**config.mk**
```make
export PLATFORM = sky130hd
export DESIGN_NAME = step_profile_generator_flat
export DESIGN_NICKNAME = d
export VERILOG_FILES = /design/src/rtl/step_profile_generator_if.sv /design/src/rtl/step_profile_generator.sv /design/src/flat_wrapper.sv
export SDC_FILE = /design/constraint.sdc
export NUM_CORES = 1
export LEC_CHECK = 0
export CAP_MARGIN = 30
export CORE_MARGIN = 2
export CORE_UTILIZATION = 40
export CTS_CLUSTER_SIZE = 8
export DETAILED_ROUTE_END_ITERATION = 16
export GPL_ROUTABILITY_DRIVEN = 0
export PLACE_DENSITY = 0.7
export REMOVE_ABC_BUFFERS = 1
export SLEW_MARGIN = 10
export SYNTH_ARGS = -nofsm -noshare
export SYNTH_HDL_FRONTEND = slang
export SYNTH_SLANG_ARGS = --single-unit
export TNS_END_PERCENT = 20
```
**constraint.sdc**
```tcl
create_clock -name clk -period 4.3 [get_ports clk]
set_input_delay 0.86 -clock clk [delete_from_list [all_inputs] [get_ports clk]]
set_output_delay 0.86 -clock clk [all_outputs]
set_load 0.05 [all_outputs]
```
**src/rtl/step_profile_generator_if.sv**
```systemverilog
`default_nettype none
// ============================================================================
// Module   : step_profile_if
// Purpose  : Move-command valid/ready channel into the step profile generator.
// Revision : 1.0
// ============================================================================
interface step_profile_if #(
    parameter int MOVE_BITS = 32,
    parameter int RATE_BITS = 32
);
    logic                 move_valid;
    logic                 move_ready;
    logic                 move_dir;
    logic [MOVE_BITS-1:0] move_steps;
    logic [RATE_BITS-1:0] move_v0;
    logic [RATE_BITS-1:0] move_accel;

    modport master (
        output move_valid, move_dir, move_steps, move_v0, move_accel,
        input  move_ready
    );

    modport slave (
        input  move_valid, move_dir, move_steps, move_v0, move_accel,
        output move_ready
    );
endinterface
`default_nettype wire

```
**src/rtl/step_profile_generator.sv**
```systemverilog
`default_nettype none
// ============================================================================
// Module   : step_profile_generator
// Purpose  : DDA step/dir profile generator with direction setup and abort.
// Revision : 1.0
// ============================================================================
module step_profile_generator #(
    parameter int MOVE_BITS        = 32,
    parameter int RATE_BITS        = 32,
    parameter int POS_BITS         = 32,
    parameter int STEP_HIGH_CYCLES = 4,
    parameter int DIR_SETUP_CYCLES = 8
) (
    input  wire logic                       clk,
    input  wire logic                       resetn,
    step_profile_if.slave                   s_move,
    input  wire logic                       i_abort,
    output logic                            o_step,
    output logic                            o_dir,
    output logic                            o_busy,
    output logic                            o_done,
    output logic                            o_aborted,
    output logic signed [POS_BITS-1:0]      o_position
);

    localparam int c_cnt_w = $clog2(2 * STEP_HIGH_CYCLES) + 1;
    localparam int c_set_w = $clog2(DIR_SETUP_CYCLES + 1);

    localparam logic [c_cnt_w-1:0]   c_pulse_load = c_cnt_w'(2 * STEP_HIGH_CYCLES - 1);
    localparam logic [c_cnt_w-1:0]   c_high       = c_cnt_w'(STEP_HIGH_CYCLES);
    localparam logic [c_set_w-1:0]   c_setup_load = c_set_w'(DIR_SETUP_CYCLES - 1);
    localparam logic [RATE_BITS-1:0] c_vel_max    = '1;
    localparam logic [RATE_BITS-1:0] c_vel_min    = RATE_BITS'(1);

    typedef enum logic [1:0] {
        S_IDLE  = 2'd0,
        S_SETUP = 2'd1,
        S_RUN   = 2'd2,
        S_DRAIN = 2'd3
    } state_t;

    state_t                r_state;
    state_t                w_state_next;
    logic [RATE_BITS-1:0]  r_acc;
    logic [RATE_BITS-1:0]  r_vel;
    logic [RATE_BITS-1:0]  r_accel;
    logic [MOVE_BITS-1:0]  r_steps_left;
    logic [c_set_w-1:0]    r_setup_cnt;
    logic [c_cnt_w-1:0]    r_pcnt;
    logic                  r_pending;
    logic                  r_abort_req;
    logic                  r_step;
    logic                  r_dir;
    logic                  r_done;
    logic                  r_aborted;
    logic [POS_BITS-1:0]   r_position;

    logic                  w_accept;
    logic                  w_rise;
    logic                  w_drain_exit;
    logic                  w_pulse_idle;
    logic [RATE_BITS:0]    w_sum;
    logic [RATE_BITS+1:0]  w_vel_sum;
    logic [RATE_BITS-1:0]  w_vel_sat;

    assign w_pulse_idle      = (r_pcnt == '0);
    assign w_sum             = {1'b0, r_acc} + {1'b0, r_vel};
    assign w_vel_sum         = {2'b00, r_vel} + {{2{r_accel[RATE_BITS-1]}}, r_accel};
    assign s_move.move_ready = (r_state == S_IDLE);

    // Two guard bits: the top one flags a negative sum, the next one overflow.
    always_comb begin
        w_vel_sat = w_vel_sum[RATE_BITS-1:0];
        if (w_vel_sum[RATE_BITS+1] || (w_vel_sum == '0)) begin
            w_vel_sat = c_vel_min;
        end else if (w_vel_sum[RATE_BITS]) begin
            w_vel_sat = c_vel_max;
        end
    end

    always_comb begin
        w_state_next = r_state;
        w_accept     = 1'b0;
        w_rise       = 1'b0;
        w_drain_exit = 1'b0;
        case (r_state)
            S_IDLE: begin
                if (s_move.move_valid) begin
                    w_accept = 1'b1;
                    if (s_move.move_steps != '0) begin
                        w_state_next = (s_move.move_dir != r_dir) ? S_SETUP : S_RUN;
                    end
                end
            end
            S_SETUP: begin
                if (i_abort) begin
                    w_state_next = S_DRAIN;
                end else if (r_setup_cnt == '0) begin
                    w_state_next = S_RUN;
                end
            end
            S_RUN: begin
                if (i_abort) begin
                    w_state_next = S_DRAIN;
                end else if (r_pending && w_pulse_idle) begin
                    w_rise = 1'b1;
                    if (r_steps_left == MOVE_BITS'(1)) begin
                        w_state_next = S_DRAIN;
                    end
                end
            end
            S_DRAIN: begin
                if (w_pulse_idle) begin
                    w_drain_exit = 1'b1;
                    w_state_next = S_IDLE;
                end
            end
            default: w_state_next = S_IDLE;
        endcase
    end

    always_ff @(posedge clk) begin
        if (!resetn) begin
            r_state      <= S_IDLE;
            r_acc        <= '0;
            r_vel        <= '0;
            r_accel      <= '0;
            r_steps_left <= '0;
            r_setup_cnt  <= '0;
            r_pcnt       <= '0;
            r_pending    <= 1'b0;
            r_abort_req  <= 1'b0;
            r_step       <= 1'b0;
            r_dir        <= 1'b0;
            r_done       <= 1'b0;
            r_aborted    <= 1'b0;
            r_position   <= '0;
        end else begin
            r_state <= w_state_next;
            r_done  <= 1'b0;

            if (w_accept) begin
                r_acc        <= '0;
                r_vel        <= s_move.move_v0;
                r_accel      <= s_move.move_accel;
                r_steps_left <= s_move.move_steps;
                r_aborted    <= 1'b0;
                r_abort_req  <= 1'b0;
                if (s_move.move_steps == '0) begin
                    r_done <= 1'b1;
                end else if (s_move.move_dir != r_dir) begin
                    r_dir       <= s_move.move_dir;
                    r_setup_cnt <= c_setup_load;
                end
            end

            if ((r_state == S_SETUP) && (r_setup_cnt != '0)) begin
                r_setup_cnt <= r_setup_cnt - 1'b1;
            end

            if (r_state == S_RUN) begin
                r_acc <= w_sum[RATE_BITS-1:0];
                r_vel <= w_vel_sat;
            end

            // Single-entry pending: a carry arriving while one is queued is lost.
            if ((r_state != S_RUN) || i_abort || w_rise) begin
                r_pending <= 1'b0;
            end else if (w_sum[RATE_BITS]) begin
                r_pending <= 1'b1;
            end

            // Counter spans high plus low time; step stays high while it is above c_high.
            if (w_rise) begin
                r_step       <= 1'b1;
                r_pcnt       <= c_pulse_load;
                r_position   <= r_dir ? (r_position + POS_BITS'(1)) : (r_position - POS_BITS'(1));
                r_steps_left <= r_steps_left - 1'b1;
            end else if (!w_pulse_idle) begin
                r_pcnt <= r_pcnt - 1'b1;
                r_step <= (r_pcnt > c_high);
            end

            if ((r_state != S_IDLE) && i_abort) begin
                r_abort_req <= 1'b1;
            end

            if (w_drain_exit) begin
                r_done    <= 1'b1;
                r_aborted <= r_abort_req | i_abort;
            end
        end
    end

    assign o_step     = r_step;
    assign o_dir      = r_dir;
    assign o_busy     = (r_state != S_IDLE);
    assign o_done     = r_done;
    assign o_aborted  = r_aborted;
    assign o_position = r_position;

endmodule
`default_nettype wire

```
**src/flat_wrapper.sv**
```systemverilog
// flat-port wrapper written by rule: the top's interface ports become plain ports
module step_profile_generator_flat 
#(
    parameter int MOVE_BITS        = 32,
    parameter int RATE_BITS        = 32,
    parameter int POS_BITS         = 32,
    parameter int STEP_HIGH_CYCLES = 4,
    parameter int DIR_SETUP_CYCLES = 8
)
  (clk, resetn, i_abort, o_step, o_dir, o_busy, o_done, o_aborted, o_position, s_move_move_valid, s_move_move_dir, s_move_move_steps, s_move_move_v0, s_move_move_accel, s_move_move_ready);
  step_profile_if #(.MOVE_BITS(MOVE_BITS), .RATE_BITS(RATE_BITS)) s_move_i ();
  input  wire logic clk;
  input  wire logic resetn;
  input  wire logic i_abort;
  output logic o_step;
  output logic o_dir;
  output logic o_busy;
  output logic o_done;
  output logic o_aborted;
  output logic signed [POS_BITS-1:0] o_position;
  input wire logic [$bits(s_move_i.move_valid)-1:0] s_move_move_valid;
  input wire logic [$bits(s_move_i.move_dir)-1:0] s_move_move_dir;
  input wire logic [$bits(s_move_i.move_steps)-1:0] s_move_move_steps;
  input wire logic [$bits(s_move_i.move_v0)-1:0] s_move_move_v0;
  input wire logic [$bits(s_move_i.move_accel)-1:0] s_move_move_accel;
  output wire logic [$bits(s_move_i.move_ready)-1:0] s_move_move_ready;
  assign s_move_i.move_valid = s_move_move_valid;
  assign s_move_i.move_dir = s_move_move_dir;
  assign s_move_i.move_steps = s_move_move_steps;
  assign s_move_i.move_v0 = s_move_move_v0;
  assign s_move_i.move_accel = s_move_move_accel;
  assign s_move_move_ready = s_move_i.move_ready;
  step_profile_generator #(.MOVE_BITS(MOVE_BITS), .RATE_BITS(RATE_BITS), .POS_BITS(POS_BITS), .STEP_HIGH_CYCLES(STEP_HIGH_CYCLES), .DIR_SETUP_CYCLES(DIR_SETUP_CYCLES)) u_core (.clk(clk), .resetn(resetn), .s_move(s_move_i), .i_abort(i_abort), .o_step(o_step), .o_dir(o_dir), .o_busy(o_busy), .o_done(o_done), .o_aborted(o_aborted), .o_position(o_position));
endmodule
```
Word level (Yosys, flattened, before mapping)

Cells that the tools add are included.

Bits in registers: 176

Add/sub/neg operators: 7
Reductions and logical operators: 25
Order comparisons: 1
Muxes and demuxes: 40
Bitwise logic cells: 3
Equal/unequal tests: 14

Operators by type and width:

| operator                | number |
|---|---|
| $mux W32                | 9 |
| $sub A32 B1 Y32 const B | 2 |
| $add A33 B32 Y34        | 1 |
| $logic_not A34 Y1       | 1 |
| $add A32 B32 Y33        | 1 |
| $add A32 B1 Y32 const B | 1 |
| $eq A32 B1 Y1 const B   | 1 |
| $logic_not A32 Y1       | 1 |
| $reduce_bool A32 Y1     | 1 |
| $mux W2                 | 9 |
| $mux W4                 | 4 |
| $mux W1                 | 15 |
| $reduce_bool A2 Y1      | 7 |
| $ne A3 B2 Y1 const B    | 3 |
| $logic_not A4 Y1        | 2 |
| $pmux W2 S4             | 1 |
| $sub A4 B1 Y4 const B   | 2 |
| $mux W3                 | 2 |
| $ne A2 B1 Y1 const B    | 3 |
| $ne A2 B2 Y1 const B    | 3 |
| $reduce_and A3 Y1       | 2 |
| $reduce_and A6 Y1       | 1 |
| $eq A2 B2 Y1 const B    | 2 |
| $gt A4 B3 Y1 const B    | 1 |
| 9 further kinds         | 15 |

Logic depth before layout (Yosys ltp)

Gate-level depths: netlist of run 1.

Depth after elaboration: 7
Mapped depth: 13
Gate-level depth less buffers: 12

Least setup slack after synthesis of run 1

No wires, ideal clock.

Path type: register to register
Start: register u_core.r_dir, in the netlist u_core.o_dir
End: register u_core.r_position[30], in the netlist u_core.o_position[30]
Arrival time: 3,674 ps
Path buffers: 0
Slack: 504 ps
Data required time: 4,178 ps
Cell stages (with the launch flop): 13
Cells stage by stage: dfxtp_1 -> inv_1 -> ha_1 -> a21o_1 -> a221oi_1 -> a21boi_0 -> a21oi_1 -> o31ai_1 -> a211oi_1 -> o221ai_1 -> nand2b_1 -> mux2i_1 -> nor3_1

Cells in the longest elaborated chain, start to end: 1

RTL lines:

| item                     | line                          | text |
|---|---|---|
| start: declaration       | step_profile_generator.sv:53  | `logic r_dir;` |
| start signal: assignment | step_profile_generator.sv:152 | `r_dir <= s_move.move_dir;` |
| $mux W32                 | step_profile_generator.sv:177 | `r_position <= r_dir ? (r_position + POS_BITS'(1)) : (r_position - POS_BITS'(1));` |
| end signal: assignment   | step_profile_generator.sv:177 |  |
| end: declaration         | step_profile_generator.sv:56  | `logic [POS_BITS-1:0] r_position;` |

No other way between the ends.
A chain may end at the register's enable or synchronous reset.

Final worst setup path of run 1

Same ends and word-level chain as after synthesis.

==> results of run 1 <==
-- worst max-delay path by stage --
stage	slack (ps)	from	end
floorplan	-1800	u_core.r_state[0]	u_core.r_steps_left[2]
global placement	760	u_core.r_steps_left[12]	u_core.r_state[0]
detailed placement	650	u_core.o_dir	u_core.o_position[30]
CTS	630	u_core.o_dir	u_core.o_position[30]
global route	300	u_core.o_dir	u_core.o_position[30]
finish	570	u_core.o_dir	u_core.o_position[30]
-- state kept, by name, summed over array words and instances (netlist names) --
signal	flops
u_core.o_aborted	1
u_core.o_dir	1
u_core.o_done	1
u_core.o_position	32
u_core.o_step	1
u_core.r_abort_req	1
u_core.r_acc	32
u_core.r_accel	32
u_core.r_pcnt	4
u_core.r_pending	1
u_core.r_setup_cnt	4
u_core.r_state	2
u_core.r_steps_left	32
u_core.r_vel	32
-- power by group --
group	switching, mW	internal, mW	total [mW]
clock network	0.804	0.839	1.64
logic	2.44	1.52	3.96
registers	0.331	1.99	2.32
-- layout make-up --
class,instances,area share
Multi-Input combinational cell,1308,0.569
Sequential cell,176,0.241
Timing Repair Buffer,157,0.104
Tap cell,396,0.0339
Clock buffer,17,0.0291
Clock inverter,15,0.0124
Inverter,41,0.0106
-- cell usage in the layout, fill, tap and decap left out, types with 38 or more instances in the layout --
cell | Yosys | final
inv_1 | 40 | 40
a21o_1 | 45 | 45
dfxtp_1 | 176 | 176
ha_1 | 104 | 103
nand2_1 | 196 | 195
o21ai_0 | 99 | 99
nor3_1 | 41 | 41
xnor2_1 | 44 | 44
a21oi_1 | 214 | 214
clkdlybuf4s50_1 | 0 | 137
nor2_1 | 155 | 155
nand3_1 | 38 | 38
-- cells by family (layout without fill, tap and decap cells) --
kind of cell | Yosys count | in the layout | synth area share
adder cells (fa/ha/maj) | 107 | 107 | 0.111
buffers and inverters | 118 | 230 | 0.0361
multiplexers | 10 | 10 | 0.00836
XOR/XNOR | 74 | 74 | 0.0528
AND/OR/NAND/NOR | 563 | 563 | 0.212
flip-flops | 176 | 176 | 0.287
AO/OA/AOI/OAI | 554 | 554 | 0.292
-- worst max-delay path: stages, from the launching register on --
cell and delay, ps:
dfxtp_1 470, inv_1 340, ha_1 470, a21o_1 220, a221oi_1 380, a21boi_0 340, a21oi_1 140, o31ai_1 420
a211oi_1 170, o221ai_1 230, nand2b_1 180, mux2i_1 200, nor3_1 70
-- metal layers --
layer	part of all wire	global-route usage
met5	0	0
met4	0.018	0.0615
met3	0.068	0.0530
met2	0.48	0.390
met1	0.44	0.280
-- metrics by stage --
step | hold slack (ps) | setup TNS, ps | setup WS, ps | util
finish | 466 | 0 | 569 | 0.481
global route | 481 | 0 | 300 | 0.481
floorplan | 429 | -61850 | -1800 | -
detailed placement | 449 | 0 | 650 | 0.461
global placement | 440 | 0 | 757 | 0.461
CTS | 466 | 0 | 630 | 0.481
==> flow_summary_export.csv, run 1 <==
group,metric,value,unit
synth,synthTopCellsByArea,"dfxtp_1 (29%), ha_1 (11%), a21oi_1 (8.7%)",
cts,cts_tree,"done",
sta,finalHoldViolCount,0,
power_and_ir_drop,p_total,7.92,mW
routing,avgRoutedWirePerCell,17.4,um
synth,ys.flop_type,"dfxtp_1",
synth,synth_common_cells,"a21oi_1 (214), nand2_1 (196), dfxtp_1 (176)",
floorplanning,dieArea,0.0321,mm^2
final_layout,fillCellCount,3005,
routing,drt_wl_total,36600,um
job,cap_violations,0,
synth,netlist_instances,1602,
grt,antenna_found_initial,0,
synth,syn_area,0.0123,mm^2
place,dpl.cell_count,2078,
setup_path,r2r_cells,12,
final_layout,final_cell_area,0.0146,mm^2
setup_path,cp.required,4640,ps
cts,hold_buffers,0,
floorplanning,fp.dieH,179,um
cts,post-cts-setup-buffers,0,
cts,clk_pin_slew_worst_paths,80,ps
synth,synth-seq-cells,176,
setup_path,reg2reg_slack,570,ps
place,port_buffers,138,
grt,grt_pass1_vias,11495,
cts,cts_buffers,17,
sta,rsz0062_at_grt,"false",
synth,synth.most_common_cell,"a21oi_1",
sta,tightest_slew,941,ps
grt,grt_pass1_wl,58100,um
synth,synth_top_area_frac,0.287,
floorplanning,core_area,0.0304,mm^2
floorplanning,start_util,0.403,
hold_path,worst_hold_startpoint,"u_core.r_acc[29]",
setup_path,critical_path_arrival,4080,ps
grt,grt_max_degree,79,
sta,final.min_clock_period,3730,ps
hold_path,hold_end,"u_core.r_acc[29]",
routing,dr_total_vias,12240,
sta,setup_viol,0,
final_layout,multi_input_comb_area,0.00832,mm^2
synth,ys_warn_count,0,
floorplanning,fp.dieW,179,um
power_and_ir_drop,vdd_ir_drop_max,0.000351,V
setup_path,reg2reg_from,"u_core.o_dir",
hold_path,hold_path_depth,2,
synth,synth_edf_count,0,
routing,final_antenna_net_count,0,
cts,htree_levels,4,
final_layout,nNetsFinal,1909,
routing,drtIter0Drc,899,
grt,grt-ovfl-total,0,
sta,finalMaxSlewViolations,0,
hold_path,hold_class,"flip-flop to flip-flop",
power_and_ir_drop,power.density,542,mW/mm^2
sta,fin_skew,14.2,ps
floorplanning,io_pins,139,
cts,cts_buffer_depth,2,
synth,yosysTopAreaCell,"dfxtp_1",
sta,maxSlewHeadroom,0.373,
run_status,outcome,"finished clean",
routing,drc,0,
final_layout,drive_above_1_share,0.0653,
synth,synthArstFlopShare,0,
final_layout,regArea,0.00352,mm^2
floorplanning,core.rowCount,64,
setup_path,critPathKind,"flip-flop to flip-flop",
routing,firstDrtPassIters,6,
sta,fin_crit_sh,0.868,
sta,fmax,268,MHz
synth,ys_types,71,
setup_path,critPathLaunchType,"flip-flop",
setup_path,cp_max_fo,16,
cts,cts_sinks,176,
final_layout,diodes,0,
setup_path,worst_r2r_endpoint,"u_core.o_position[30]",
place,dp_hpwl,26400,um
place,place_area,0.0140,mm^2
cts,cts_root_buffer,"clkbuf_16",
final_layout,syn_to_final_growth,19.2,%
final_layout,final_cells,2110,
cts,insertion_delay,460,ps
synth,avgSynthCellArea,7.66,um^2
cts,post_cts_resized,0,
synth,seq_area_frac_synth,0.287,
setup_path,crit_path_end_kind,"flip-flop",
routing,avgViaCountPerCell,5.80,
power_and_ir_drop,leakagePower,6.14,nW
grt,groute.usage.overall,0.225,
Power figures use the tool's default switching activity.
==> inputs of run 2 (changes only) <==
--- a/config.mk
+++ b/config.mk
@@ -12,8 +12,7 @@
 export DETAILED_ROUTE_END_ITERATION = 16
 export GPL_ROUTABILITY_DRIVEN = 0
 export PLACE_DENSITY = 0.7
-export REMOVE_ABC_BUFFERS = 1
-export SLEW_MARGIN = 10
+export SLEW_MARGIN = 5
 export SYNTH_ARGS = -nofsm -noshare
 export SYNTH_HDL_FRONTEND = slang
 export SYNTH_SLANG_ARGS = --single-unit
==> run 2 against run 1 <==
Compared with the run above: power down 1.1%; via count about the same; register-to-register slack better by 110 ps; clock power shrank 7%; wire length down 2.5%; die area unchanged; sequential share of layout area increased by 0.13 points; critical endpoint is now u_core.r_vel[0]; combinational power hardly changed; setup slack better by 110 ps; flip-flop and latch count is the same; utilization is 0.25 points lower.
==> flow_summary_export.csv, run 2 (synthesis gave the netlist of run 1 again) <==
group,metric,value,unit
cts,cts_sinks,176,
setup_path,crit_path_end_kind,"flip-flop",
floorplanning,dieArea,0.0321,mm^2
cts,cts_root_buffer,"clkbuf_16",
final_layout,final_common_cell,"a21oi_1",
setup_path,critical_path_arrival,3950,ps
synth,syn_nets,1810,
setup_path,slowest_stage,"fa_1",
grt,grt-ovfl-total,0,
final_layout,syn_to_final_growth,18.6,%
sta,hold_slack,460,ps
setup_path,critPathKind,"flip-flop to flip-flop",
routing,drt_wl_total,35700,um
sta,setup_viol,0,
routing,avgRoutedWirePerCell,16.9,um
routing,drtIter0Drc,972,
floorplanning,core.rowCount,64,
grt,groute.usage.overall,0.225,
final_layout,final_cell_mix,"a21oi_1 (214), nand2_1 (195), dfxtp_1 (176)",
setup_path,reg2reg_slack,680,ps
cts,cts_tree,"done",
routing,avgViaCountPerCell,5.80,
sta,maxSlewHeadroom,0.371,
sta,fin_skew,17.9,ps
cts,cts_buffer_depth,2,
cts,clk_pin_slew_worst_paths,70,ps
place,port_buffers,138,
setup_path,crit_chain,"ha_1 -> fa_1 -> a211oi_1 -> o211ai_1 -> a211o_1 -> a21oi_1 -> o31ai_1 -> a21oi_1 -> xor2_2 -> buf_4 -> inv_1 -> o31ai_1 -> o21ai_0",
hold_path,hold_class,"flip-flop to flip-flop",
floorplanning,fp.dieW,179,um
cts,post_cts_resized,0,
power_and_ir_drop,vdd_ir_drop_max,0.000386,V
power_and_ir_drop,leakagePower,6.08,nW
floorplanning,core_area,0.0304,mm^2
sta,tns,0,ps
routing,firstDrtPassIters,6,
cts,post-cts-setup-buffers,0,
floorplanning,fp.dieH,179,um
job,cap_violations,0,
grt,grt_pass1_wl,57800,um
sta,finalHoldViolCount,0,
cts,htree_levels,4,
run_status,outcome,"finished clean",
routing,drc,0,
sta,finalMaxSlewViolations,0,
grt,grt_max_degree,92,
sta,tightest_slew,941,ps
sta,rsz0062_at_grt,"false",
final_layout,drive_above_1_share,0.0626,
setup_path,cp.required,4630,ps
cts,hold_buffers,0,
routing,dr_total_vias,12231,
power_and_ir_drop,power.density,539,mW/mm^2
place,dp_hpwl,25600,um
final_layout,nNetsFinal,1905,
setup_path,crit_path_max_incr_delay,430,ps
final_layout,final_util,0.478,
routing,final_antenna_net_count,0,
sta,fin_crit_sh,0.842,
cts,insertion_delay,460,ps
grt,antenna_found_initial,2,
grt,grt_pass1_vias,11515,
setup_path,critPathLaunchType,"flip-flop",
setup_path,cp_max_fo,21,
sta,fmax,276,MHz
floorplanning,io_pins,139,
sta,final.min_clock_period,3620,ps
cts,cts_buffers,17,
floorplanning,start_util,0.403,
run 2: cell count changes in the layout (fill, tap and decap cells not counted), sizes merged:
cell / delta
clkinvlp: +5
buf: -4
inv: -4
diode: +2
bufinv: -1
run 2: critical path: cells and delay by family (launching register included):
kind | cells | cell delay, ps
XOR/XNOR | 1 | 170
flip-flops | 1 | 360
AO/OA/AOI/OAI | 8 | 1880
adder cells (fa/ha/maj) | 2 | 670
buffers and inverters | 2 | 410
run 2: routing by layer:
| layer | part of all wire | vias to the layer above | routed length (um) | global-route usage |
|---|---|---|---|---|
| met1 | 0.46 | 5686 | 16400 | 0.298 |
| met3 | 0.084 | 54 | 3000 | 0.0564 |
| met4 | 0.018 | 2 | 629 | 0.0625 |
| li1 | - | 6067 | - | - |
| met5 | 0.00036 | - | 13 | 0 |
| met2 | 0.44 | 422 | 15600 | 0.362 |
run 2: final timing paths:
check	startpoint	end	depth (start not counted)
setup / recovery	u_core.r_vel[0]	u_core.r_vel[0]	13
hold / removal	u_core.r_acc[19]	u_core.r_acc[19]	2
setup reg to reg	u_core.r_vel[0]	u_core.r_vel[0]	13
hold reg to reg	u_core.r_acc[19]	u_core.r_acc[19]	2
run 2: report_power, final:
group	internal, mW	leakage (nW)	switching, mW	total [mW]
Clock	0.757	0.256	0.767	1.52
Combinational	1.52	4.39	2.44	3.96
Sequential	1.99	1.44	0.370	2.36
run 2: cell type report:
| type | instances | area [um^2] |
|---|---|---|
| diodes | 2 | 5.00 |
| clock buffers | 17 | 425 |
| clock inverters | 15 | 131 |
| fillers | 3036 | 15900 |
| inverters | 41 | 155 |
| multi-input cells | 1308 | 8320 |
| flip-flops and latches | 176 | 3520 |
| well taps | 396 | 495 |
| repair buffers | 153 | 1490 |
run 2: stage by stage:
stage          worst slack, ps  cell area (um^2)  power, mW  cells
2_1_floorplan              504             12300       5.18   1602
3_3_place_gp               627             14000       6.19   2074
3_5_place_dp               597             14000       6.26   2074
4_1_cts                    707             14500       7.81   2106
5_1_grt                    373             14500       8.38   2106
6_report                   679             14500       7.84   2108
